===== config.mk =====
export PLATFORM = sky130hd
export DESIGN_NAME = uart_rx_deframe
export DESIGN_NICKNAME = d
export VERILOG_FILES = /design/src/rtl/uart_rx_deframe.sv
export SDC_FILE = /design/constraint.sdc
export NUM_CORES = 1
export LEC_CHECK = 0
export ABC_AREA = 1
export BUFFER_PORTS_ARGS = -buffer_cell sky130_fd_sc_hd__buf_2
export CORE_ASPECT_RATIO = 2
export CORE_MARGIN = 2
export CORE_UTILIZATION = 50
export CTS_CLUSTER_DIAMETER = 40
export CTS_CLUSTER_SIZE = 10
export DETAILED_ROUTE_END_ITERATION = 10
export PLACE_DENSITY_LB_ADDON = 0.08
export SLEW_MARGIN = 10
export SYNTH_ARGS = -nofsm -noshare
export SYNTH_HDL_FRONTEND = slang
export SYNTH_SLANG_ARGS = --single-unit

===== constraint.sdc =====
create_clock -name clk -period 1.28 [get_ports clk]
set_input_delay 0 -clock clk [delete_from_list [all_inputs] [get_ports clk]]
set_output_delay 0 -clock clk [all_outputs]
set_load 0.01 [all_outputs]

===== src/rtl/uart_rx_deframe.sv =====
// Receive-side UART deframer: mid-bit sampling of an already-synchronized rx line,
// start/stop validation, and byte delivery over a valid/ready handshake.
module uart_rx_deframe #(
    parameter int BAUD_CLK = 16
) (
    input  logic       clk,
    input  logic       rst_n,
    input  logic       rx,
    output logic [7:0] data,
    output logic       valid,
    input  logic       ready,
    output logic       frame_err,
    output logic       overrun,
    output logic       busy
);

    localparam int CNT_W = $clog2(BAUD_CLK);
    localparam int HALF  = BAUD_CLK / 2;

    localparam logic [CNT_W-1:0] CNT_HALF = CNT_W'(HALF - 1);
    localparam logic [CNT_W-1:0] CNT_FULL = CNT_W'(BAUD_CLK - 1);

    typedef enum logic [2:0] {
        IDLE,
        START,
        DATA,
        STOP,
        BREAK
    } state_t;

    state_t           state;
    logic [CNT_W-1:0] cnt;
    logic [2:0]       bit_idx;
    logic [7:0]       shift;

    assign busy = (state != IDLE);

    always_ff @(posedge clk) begin
        if (!rst_n) begin
            state     <= BREAK;
            cnt       <= '0;
            bit_idx   <= '0;
            shift     <= '0;
            data      <= 8'h00;
            valid     <= 1'b0;
            frame_err <= 1'b0;
            overrun   <= 1'b0;
        end else begin
            frame_err <= 1'b0;
            overrun   <= 1'b0;

            // A consumer accept clears valid unless a new byte lands on the same edge below.
            if (valid && ready)
                valid <= 1'b0;

            case (state)
                BREAK: begin
                    if (rx)
                        state <= IDLE;
                end

                IDLE: begin
                    if (!rx) begin
                        state <= START;
                        cnt   <= CNT_HALF;
                    end
                end

                START: begin
                    if (cnt != '0) begin
                        cnt <= cnt - 1'b1;
                    end else if (rx) begin
                        state <= IDLE;
                    end else begin
                        state   <= DATA;
                        cnt     <= CNT_FULL;
                        bit_idx <= 3'd0;
                    end
                end

                DATA: begin
                    if (cnt != '0) begin
                        cnt <= cnt - 1'b1;
                    end else begin
                        shift   <= {rx, shift[7:1]};
                        cnt     <= CNT_FULL;
                        bit_idx <= bit_idx + 3'd1;
                        if (bit_idx == 3'd7)
                            state <= STOP;
                    end
                end

                STOP: begin
                    if (cnt != '0) begin
                        cnt <= cnt - 1'b1;
                    end else if (rx) begin
                        // Straight back to IDLE so a back-to-back start edge is caught.
                        state <= IDLE;
                        if (!valid || ready) begin
                            data  <= shift;
                            valid <= 1'b1;
                        end else begin
                            overrun <= 1'b1;
                        end
                    end else begin
                        frame_err <= 1'b1;
                        state     <= BREAK;
                    end
                end

                default: state <= BREAK;
            endcase
        end
    end

endmodule


**Word-level counts from Yosys, hierarchy flattened**

Cells that the tools add are included.

- Output and inout bits: 12
- Register bits: 29
- Input bits: 4
- Logic and storage cells: 69

- Equality and inequality tests: 14
- Bitwise operators: 4
- Reduce and logical (&&, ||, !) cells: 15
- Mux-type cells: 26
- Add/sub/neg operators: 2

Operator list:

| kind | count |
|---|---|
| $mux W3 | 10 |
| $mux W4 | 5 |
| $ne A2 B2 Y1 const B | 8 |
| $pmux W4 S4 | 1 |
| $pmux W3 S5 | 1 |
| $reduce_and A4 Y1 | 3 |
| $reduce_bool A4 Y1 | 2 |
| $mux W1 | 7 |
| $eq A3 B2 Y1 const B | 2 |
| $eq A3 B3 Y1 const B | 2 |
| $pmux W3 S2 | 1 |
| $reduce_and A6 Y1 | 1 |
| $not A1 Y1 | 4 |
| $reduce_or A4 Y1 | 1 |
| $sub A4 B1 Y4 const B | 1 |
| $add A3 B1 Y3 const B | 1 |
| $eq A3 B1 Y1 const B | 1 |
| $logic_not A3 Y1 | 1 |
| $ne A3 B3 Y1 const B | 1 |
| $reduce_bool A3 Y1 | 1 |
| $reduce_or A3 Y1 | 1 |
| $mux W2 | 1 |
| $reduce_and A2 Y1 | 1 |
| $reduce_bool A2 Y1 | 1 |
| 3 further kinds | 3 |

**Longest topological paths before layout**

Gate-level depths: netlist of run 1.

- Word-level depth: 6
- Mapped depth: 10
- Depth with buffers taken out: 10

**Worst setup path after synthesis of run 1**

OpenSTA, ideal clock, no wires.

- Path kind: reg2reg
- From: register cnt[0]
- To: register data[0]
- Setup slack: -0.025 ns
- Data arrival time: 1.189 ns
- Path buffers: 0
- Period minus slack after synthesis: 1.305 ns
- Required time: 1.164 ns
- Setup time: 0.116 ns
- Cell stages (with the launch flop): 8
- Cells stage by stage: dfxtp_1 > inv_1 > ha_1 > nand3_4 > nor2_2 > nand3_4 > o21ai_0 > nor2_1

- Cells in the longest elaborated chain, start to end: 3

RTL lines:

| item | RTL line | source |
|---|---|---|
| start, declared | 32 | `logic [CNT_W-1:0] cnt;` |
| start signal, assigned | 71 | `cnt <= cnt - 1'b1;` |
| start signal, assigned | 83 | `cnt <= cnt - 1'b1;` |
| start signal, assigned | 95 | `cnt <= cnt - 1'b1;` |
| $reduce_bool A4 Y1 | 94 | `if (cnt != '0) begin` |
| $not A1 Y1 (no source line) | - |  |
| $reduce_and A4 Y1 (no source line) | - |  |
| end signal, assigned | 100 | `data <= shift;` |
| end, declared | 9 | `output logic [7:0] data,` |

No other way between the ends.
A chain may end at the register's enable or synchronous reset.

**Worst setup path in the final report of run 1**

- From: register cnt[0]
- To: register cnt[0]

- Cells in the longest elaborated chain, start to end: 3
- Elaborated cells between the ends (all ways): 9
- Classes of those cells: add/sub: 1; eq/ne: 2; mux: 4; reduce/logical: 2

RTL lines:

| item | RTL line |
|---|---|
| $sub A4 B1 Y4 / $reduce_bool A4 Y1 (equally long branches) | - |
| $mux W4 (tied with other cells) | 94 |
| $pmux W4 S4 / $reduce_and A4 Y1 (equally long branches) | - |

Parallel ways exist; a longest one is shown, timed or not. The select of a mux whose other input is x is not followed.

==> impl_metrics.csv, run 1 <==
group,metric,value,unit
status,status,"complete, but fails checks",
status,failed_checks,"setup timing",
global_routing,grtUsageTotal,0.240,
route,drc,0,
placed_design,dpl_worst_slack,-89.4,ps
timing,hold_viol,0,
timing,whs,55.8,ps
worst_setup_path,cpPeakStageDelay,320,ps
timing,post-route-min-period,1330,ps
floorplan,coreArea,2540,um2
timing,finClkSkew,4.34,ps
logic_synthesis,yosys.area_share.adder,0.0280,
logic_synthesis,synthArstFlopShare,0,
logic_synthesis,ys_ff_latch,29,
logic_synthesis,synth_cells,184,
worst_setup_path,end_kind,"flip-flop",
power_and_ir_drop,p_sw_frac,0.389,
global_routing,antenna_found_initial,0,
logic_synthesis,synthXorXnorAreaFrac,0,
placed_design,placedInstanceArea,1510,um2
power_and_ir_drop,p_leak,0.000799,uW
route,dr_total_vias,1307,
worst_setup_path,cp_cell_sequence,"inv_2 -> ha_4 -> nand3_4 -> nor2_4 -> nand2_2 -> nand3_2 -> nand2_1 -> nand2_1 -> nor2_1",
clocking,htreeDepth,2,
final_layout,final.fill_count,205,
logic_synthesis,synthSimpleGateAreaFrac,0.357,
logic_synthesis,yosysSeqAreaShare,0.433,
worst_setup_path,cp_top_family,"simple AND/OR/NAND/NOR gates",
worst_setup_path,crit_path_start_kind,"flip-flop",
power_and_ir_drop,p_clk_frac,0.217,
logic_synthesis,synth_common_cells,"nor2_1 (42), nand2_1 (30), dfxtp_1 (29)",
floorplan,die_h,77.2,um
power_and_ir_drop,power_frac_comb,0.436,
floorplan,dieArea,3140,um2
placed_design,post-dp-hpwl,2410,um
global_routing,overflow,0,
timing,maxSlewHeadroom,0.813,
logic_synthesis,synthesis.area,1340,um2
logic_synthesis,synth_cell_types,22,
worst_setup_path,crit_required,1450,ps
clocking,cts_tree,"yes",
timing,rsz0062_at_grt,"yes",
clocking,clk_pin_slew_worst_paths,60,ps
final_layout,multiInputGateArea,857,um2
logic_synthesis,post-synth-top-area-cell,"dfxtp_1",
timing,setup_viol,10,
final_layout,fin_area,1850,um2
timing,timing.fmax,750,MHz
logic_synthesis,yosysMostFrequentCell,"nor2_1",
clocking,clock_latency,280,ps
worst_setup_path,r2r_start,"cnt[0]$_SDFFE_PN0P_",
timing,fin_ws,-53.3,ps
route,dr.first_iter.drc_count,28,
final_layout,final_util,0.731,
clocking,cts-buffers-inserted,5,
timing,timing.final.crit_share,1.04,
clocking,clock_path_buffers,2,
route,routed_wirelength,3420,um
logic_synthesis,synth_top_family_by_area,"simple AND/OR/NAND/NOR gates",
global_routing,grt_pass1_wl,5220,um
floorplan,io_pins,16,
timing,tightest_slew,281,ps
power_and_ir_drop,power_density,1860,nW/um2
logic_synthesis,synth_area_leaders,"dfxtp_1 (43%), nor2_1 (12%), nand2_1 (8.4%)",
worst_setup_path,reg2regPathDepth,9,
power_and_ir_drop,irDropWorstVdd,1.30,mV
worst_setup_path,worst-path-max-fanout,5,
final_layout,layout.nets,226,
logic_synthesis,syn_nets,191,
final_layout,layout-drive-gt1-share,0.452,
logic_synthesis,synth_edf_count,0,
worst_setup_path,startpoint,"cnt[0]$_SDFFE_PN0P_",
final_layout,syn_to_final_growth,38.2,%
min_path,hold_class,"in -> reg",
clocking,cts_root_buf,"clkbuf_8",
worst_setup_path,crit_buf_inv,1,
logic_synthesis,synth_top_area_share,0.433,
timing,maxSlewViolCount,0,
route,drtPass1Iterations,4,
clocking,cts_hold_buf,0,
floorplan,initial_utilization,0.529,
worst_setup_path,critPathSlowestCell,"dfxtp_2",
floorplan,num_rows,26,
global_routing,grt_pass1_vias,1250,
clocking,cts.sinks,29,
floorplan,die_w,40.6,um
logic_synthesis,synth_compound_area_frac,0.108,
power_and_ir_drop,power.switching,1340,uW
power_and_ir_drop,pwr-share-seq,0.347,
worst_setup_path,critical_path_class,"reg -> reg",
final_layout,seq_area,591,um2
worst_setup_path,cp_data_arrival_time,1500,ps
route,avgRoutedWirePerCell,13.8,um
final_layout,antenna_cells,0,
route,vias_per_cell,5.29,
global_routing,grt_max_degree,16,
logic_synthesis,syn_avg_cell_area,7.29,um2
flow_run,cap_violations,0,
logic_synthesis,ys_warn_count,0,
route,antenna_left,0,
worst_setup_path,worst-path-stages,9,
power_and_ir_drop,cellInternalPower,2110,uW
logic_synthesis,muxShareOfSynthArea,0,
worst_setup_path,r2r-end,"cnt[0]$_SDFFE_PN0P_",
placed_design,place_congestion,0.733,
worst_setup_path,critPathCapture,"cnt[0]$_SDFFE_PN0P_",
power_and_ir_drop,total_power,3450,uW
logic_synthesis,synth-main-ff-cell,"dfxtp_1",
worst_setup_path,r2r_slack,-50,ps
worst_setup_path,cpMostUsedCell,"nand2_1",
placed_design,port_buffers,15,
layer usage:
metal | track usage | share of wire
met5 | 0 | 0
met4 | 0.117 | 0.027
met3 | 0.0434 | 0.025
met2 | 0.440 | 0.59
met1 | 0.221 | 0.35
kinds of logic after synthesis:
logic type               Yosys count
AND/OR/NAND/NOR                  101
AO/OA/AOI/OAI                     29
flip-flops                        29
buffers and inverters             22
adder cells (fa/ha/maj)            3
worst reg2reg max path, delay by kind of cell (launching register included):
| kind | cells | cell delay [ps] |
|---|---|---|
| fa+ha+maj | 1 | 160 |
| buf+inv | 1 | 70 |
| flops | 1 | 320 |
| simple gates | 7 | 670 |
cells in the final DEF, fill, tap and decap left out, types with 2 or more instances in the layout:
cell type	netlist	routed
nor2_1	42	32
o21ai_1	2	7
inv_2	6	7
a21oi_2	0	4
dfxtp_2	0	5
nand3_4	2	2
buf_4	0	14
nand3_2	1	3
buf_2	0	15
nand2_2	1	8
dfxtp_1	29	23
nor2_2	3	2
nor2_4	3	14
a21oi_1	9	5
clkbuf_8	0	6
nand2_1	30	23
nand3_1	13	12
o21ai_2	0	8
inv_1	11	8
nor3_1	2	2
ha_4	0	3
nand4_1	2	2
o21ai_0	18	5
buf_6	2	2
power by group through the flow:
stage | registers (uW) | clock network [uW] | logic, uW
6_report | 1200 | 748 | 1500
5_1_grt | 1220 | 801 | 1650
4_1_cts | 1160 | 761 | 1330
3_5_place_dp | 1170 | 0 | 1220
3_3_place_gp | 1160 | 0 | 1170
2_1_floorplan | 1120 | 0 | 878
per-stage QoR:
stage	setup TNS, ps	std cells
after floorplan	0	184
after global placement	-639	234
after detailed placement	-918	234
after CTS	-268	245
after global routing	-1730	247
final	-170	247
state kept, by name, indices dropped and copies added (netlist names):
signal,cells
overrun,1
state,3
frame_err,1
bit_idx,3
shift,8
cnt,4
valid,1
data,8
final cells by class:
cell class                      count  share of cell area
Timing Repair Buffer               31               0.109
Tap cell                           28              0.0189
Multi-Input combinational cell    134               0.462
Sequential cell                    29               0.318
Inverter                           18              0.0445
Clock buffer                        7              0.0466
worst min-delay path by stage:
stage	cells after the start	start	end	slack [ps]
finish	3	rst_n	data[7]$_SDFFE_PN0P_	60
global route	3	rst_n	data[7]$_SDFFE_PN0P_	70
CTS	3	rst_n	data[0]$_SDFFE_PN0P_	50
detailed placement	3	rst_n	data[5]$_SDFFE_PN0P_	340
global placement	3	rst_n	data[1]$_SDFFE_PN0P_	320
floorplan	2	rst_n	cnt[2]$_SDFFE_PN0P_	120
repair_timing:
action / 4_1_cts / 5_1_grt
endpoints found under the hold margin: 0 / 0
cloned: 1 / 0
pin swaps: 8 / 12
endpoints found under the setup margin: 23 / 24
buffers inserted: 3 / 2
gates resized for setup: 23 / 52
Note: power is estimated with default switching activity, not from simulation.
==> run 2, diff against run 1 <==
==> constraint.sdc (replaced) <==
create_clock -name clk -period 1.28 [get_ports clk]
set_input_delay 0 -clock clk [delete_from_list [all_inputs] [get_ports clk]]
set_output_delay 0 -clock clk [all_outputs]
set_load 0.05 [all_outputs]
==> impl_metrics.csv, run 2 (synthesis results as in run 1) <==
group,metric,value,unit
final_layout,layout.nets,226,
route,dr.first_iter.drc_count,14,
route,dr_total_vias,1292,
final_layout,antenna_cells,0,
floorplan,io_pins,16,
worst_setup_path,critPathSlowestCell,"dfxtp_2",
clocking,cts.sinks,29,
status,failed_checks,"setup timing",
min_path,hold_class,"in -> reg",
final_layout,final.fill_count,210,
timing,maxSlewViolCount,0,
floorplan,die_h,77.2,um
global_routing,grt_max_degree,17,
route,vias_per_cell,5.23,
worst_setup_path,crit_path_start_kind,"flip-flop",
global_routing,grtUsageTotal,0.234,
final_layout,layout_common_cells,"nor2_1 (33), nand2_1 (25), dfxtp_1 (23)",
placed_design,post-dp-hpwl,2370,um
status,status,"complete, but fails checks",
worst_setup_path,cpPeakStageDelay,320,ps
worst_setup_path,end_kind,"flip-flop",
final_layout,final_util,0.708,
placed_design,dpl_worst_slack,-113,ps
final_layout,multiInputGateArea,801,um2
timing,setup_viol,11,
power_and_ir_drop,irDropWorstVdd,1.49,mV
route,antenna_left,0,
final_layout,seq_area,588,um2
timing,fin_ws,-62.7,ps
placed_design,port_buffers,15,
placed_design,place_congestion,0.748,
final_layout,layout-drive-gt1-share,0.425,
clocking,cts_root_buf,"clkbuf_8",
worst_setup_path,crit_required,1450,ps
timing,rsz0062_at_grt,"yes",
route,drc,0,
clocking,clock_path_buffers,2,
clocking,clock_latency,280,ps
floorplan,num_rows,26,
clocking,cts_tree,"yes",
timing,tightest_slew,350,ps
worst_setup_path,cp_cell_sequence,"inv_2 -> ha_4 -> nand3_4 -> nor2_4 -> nand2_2 -> nand3_4 -> nand2_2 -> nand2_1 -> nor2_1",
clocking,cts_hold_buf,0,
power_and_ir_drop,p_leak,0.000803,uW
timing,maxSlewHeadroom,0.766,
clocking,htreeDepth,2,
route,avgRoutedWirePerCell,13.7,um
global_routing,antenna_found_initial,0,
final_layout,syn_to_final_growth,33.9,%
clocking,clk_pin_slew_worst_paths,60,ps
route,drtPass1Iterations,4,
worst_setup_path,critical_path_class,"reg -> reg",
timing,tns,-212,ps
flow_run,cap_violations,0,
power_and_ir_drop,power_density,1960,nW/um2
final_layout,layout_commonest_cell,"nor2_1",
floorplan,initial_utilization,0.529,
floorplan,die_w,40.6,um
timing,post-route-min-period,1340,ps
floorplan,coreArea,2540,um2
floorplan,dieArea,3140,um2
worst_setup_path,worst-path-max-fanout,5,
global_routing,overflow,0,
clocking,cts-buffers-inserted,5,
timing,hold_viol,0,
timing,timing.final.crit_share,1.05,
global_routing,grt_pass1_wl,5090,um
worst_setup_path,cp_data_arrival_time,1520,ps
timing,timing.fmax,745,MHz
route,routed_wirelength,3370,um
global_routing,grt_pass1_vias,1204,
final_layout,top_regs,"data (8), shift (8), cnt (4)",
timing,finClkSkew,8.11,ps
==> run 2: cell counts in the layout (fill, tap and decap cells not counted) <==
Identical to the previous run, type by type.
==> run 2: path summary, 6_finish.rpt <==
check | cells past startpoint | endpoint | slack (ps) | from
hold / removal | 2 | state[2]$_SDFFE_PN1P_ | 90 | rst_n
hold reg to reg | 2 | data[3]$_SDFFE_PN0P_ | 470 | data[3]$_SDFFE_PN0P_
setup / recovery | 9 | cnt[0]$_SDFFE_PN0P_ | -60 | cnt[0]$_SDFFE_PN0P_
setup reg to reg | 9 | cnt[0]$_SDFFE_PN0P_ | -60 | cnt[0]$_SDFFE_PN0P_
==> run 2: repair_timing <==
| item | 4_1_cts | 5_1_grt |
|---|---|---|
| buffers inserted | 2 | 2 |
| cloned | 1 | 0 |
| gates resized for setup | 24 | 34 |
| setup endpoints to repair | 22 | 26 |
| pin swaps | 6 | 14 |
==> run 2: critical path: cells and delay by family (launching register included) <==
family	cells	cell delay, ps
buffers and inverters	1	70
flip-flops	1	320
adder cells (fa/ha/maj)	1	150
AND/OR/NAND/NOR	7	680
==> run 2: cell type report <==
type,instances,area share
inverters,18,0.0460
well taps,28,0.0195
clock buffers,7,0.0481
multi-input cells,134,0.446
flip-flops and latches,29,0.328
repair buffers,31,0.113
==> run 2: stage by stage <==
stage               cell area [um2]  hold WS, ps  std cells  total power [uW]
finish                         1800         89.6        247              3520
global route                   1800         94.1        247              3720
CTS                            1690         72.5        245              3390
detailed placement             1520          334        235              2460
global placement               1520          317        235              2400
floorplan                      1350          123        184              2060
==> run 2: power breakdown <==
group          switching [uW]  total [uW]  internal, uW
Combinational             948        1600           652
Sequential                135        1180          1040
Clock                     324         749           425
==> run 2: metal layers <==
layer	GRT usage	share of wire
met1	0.215	0.37
met2	0.435	0.57
met4	0.110	0.034
met3	0.0376	0.027
met5	0	0
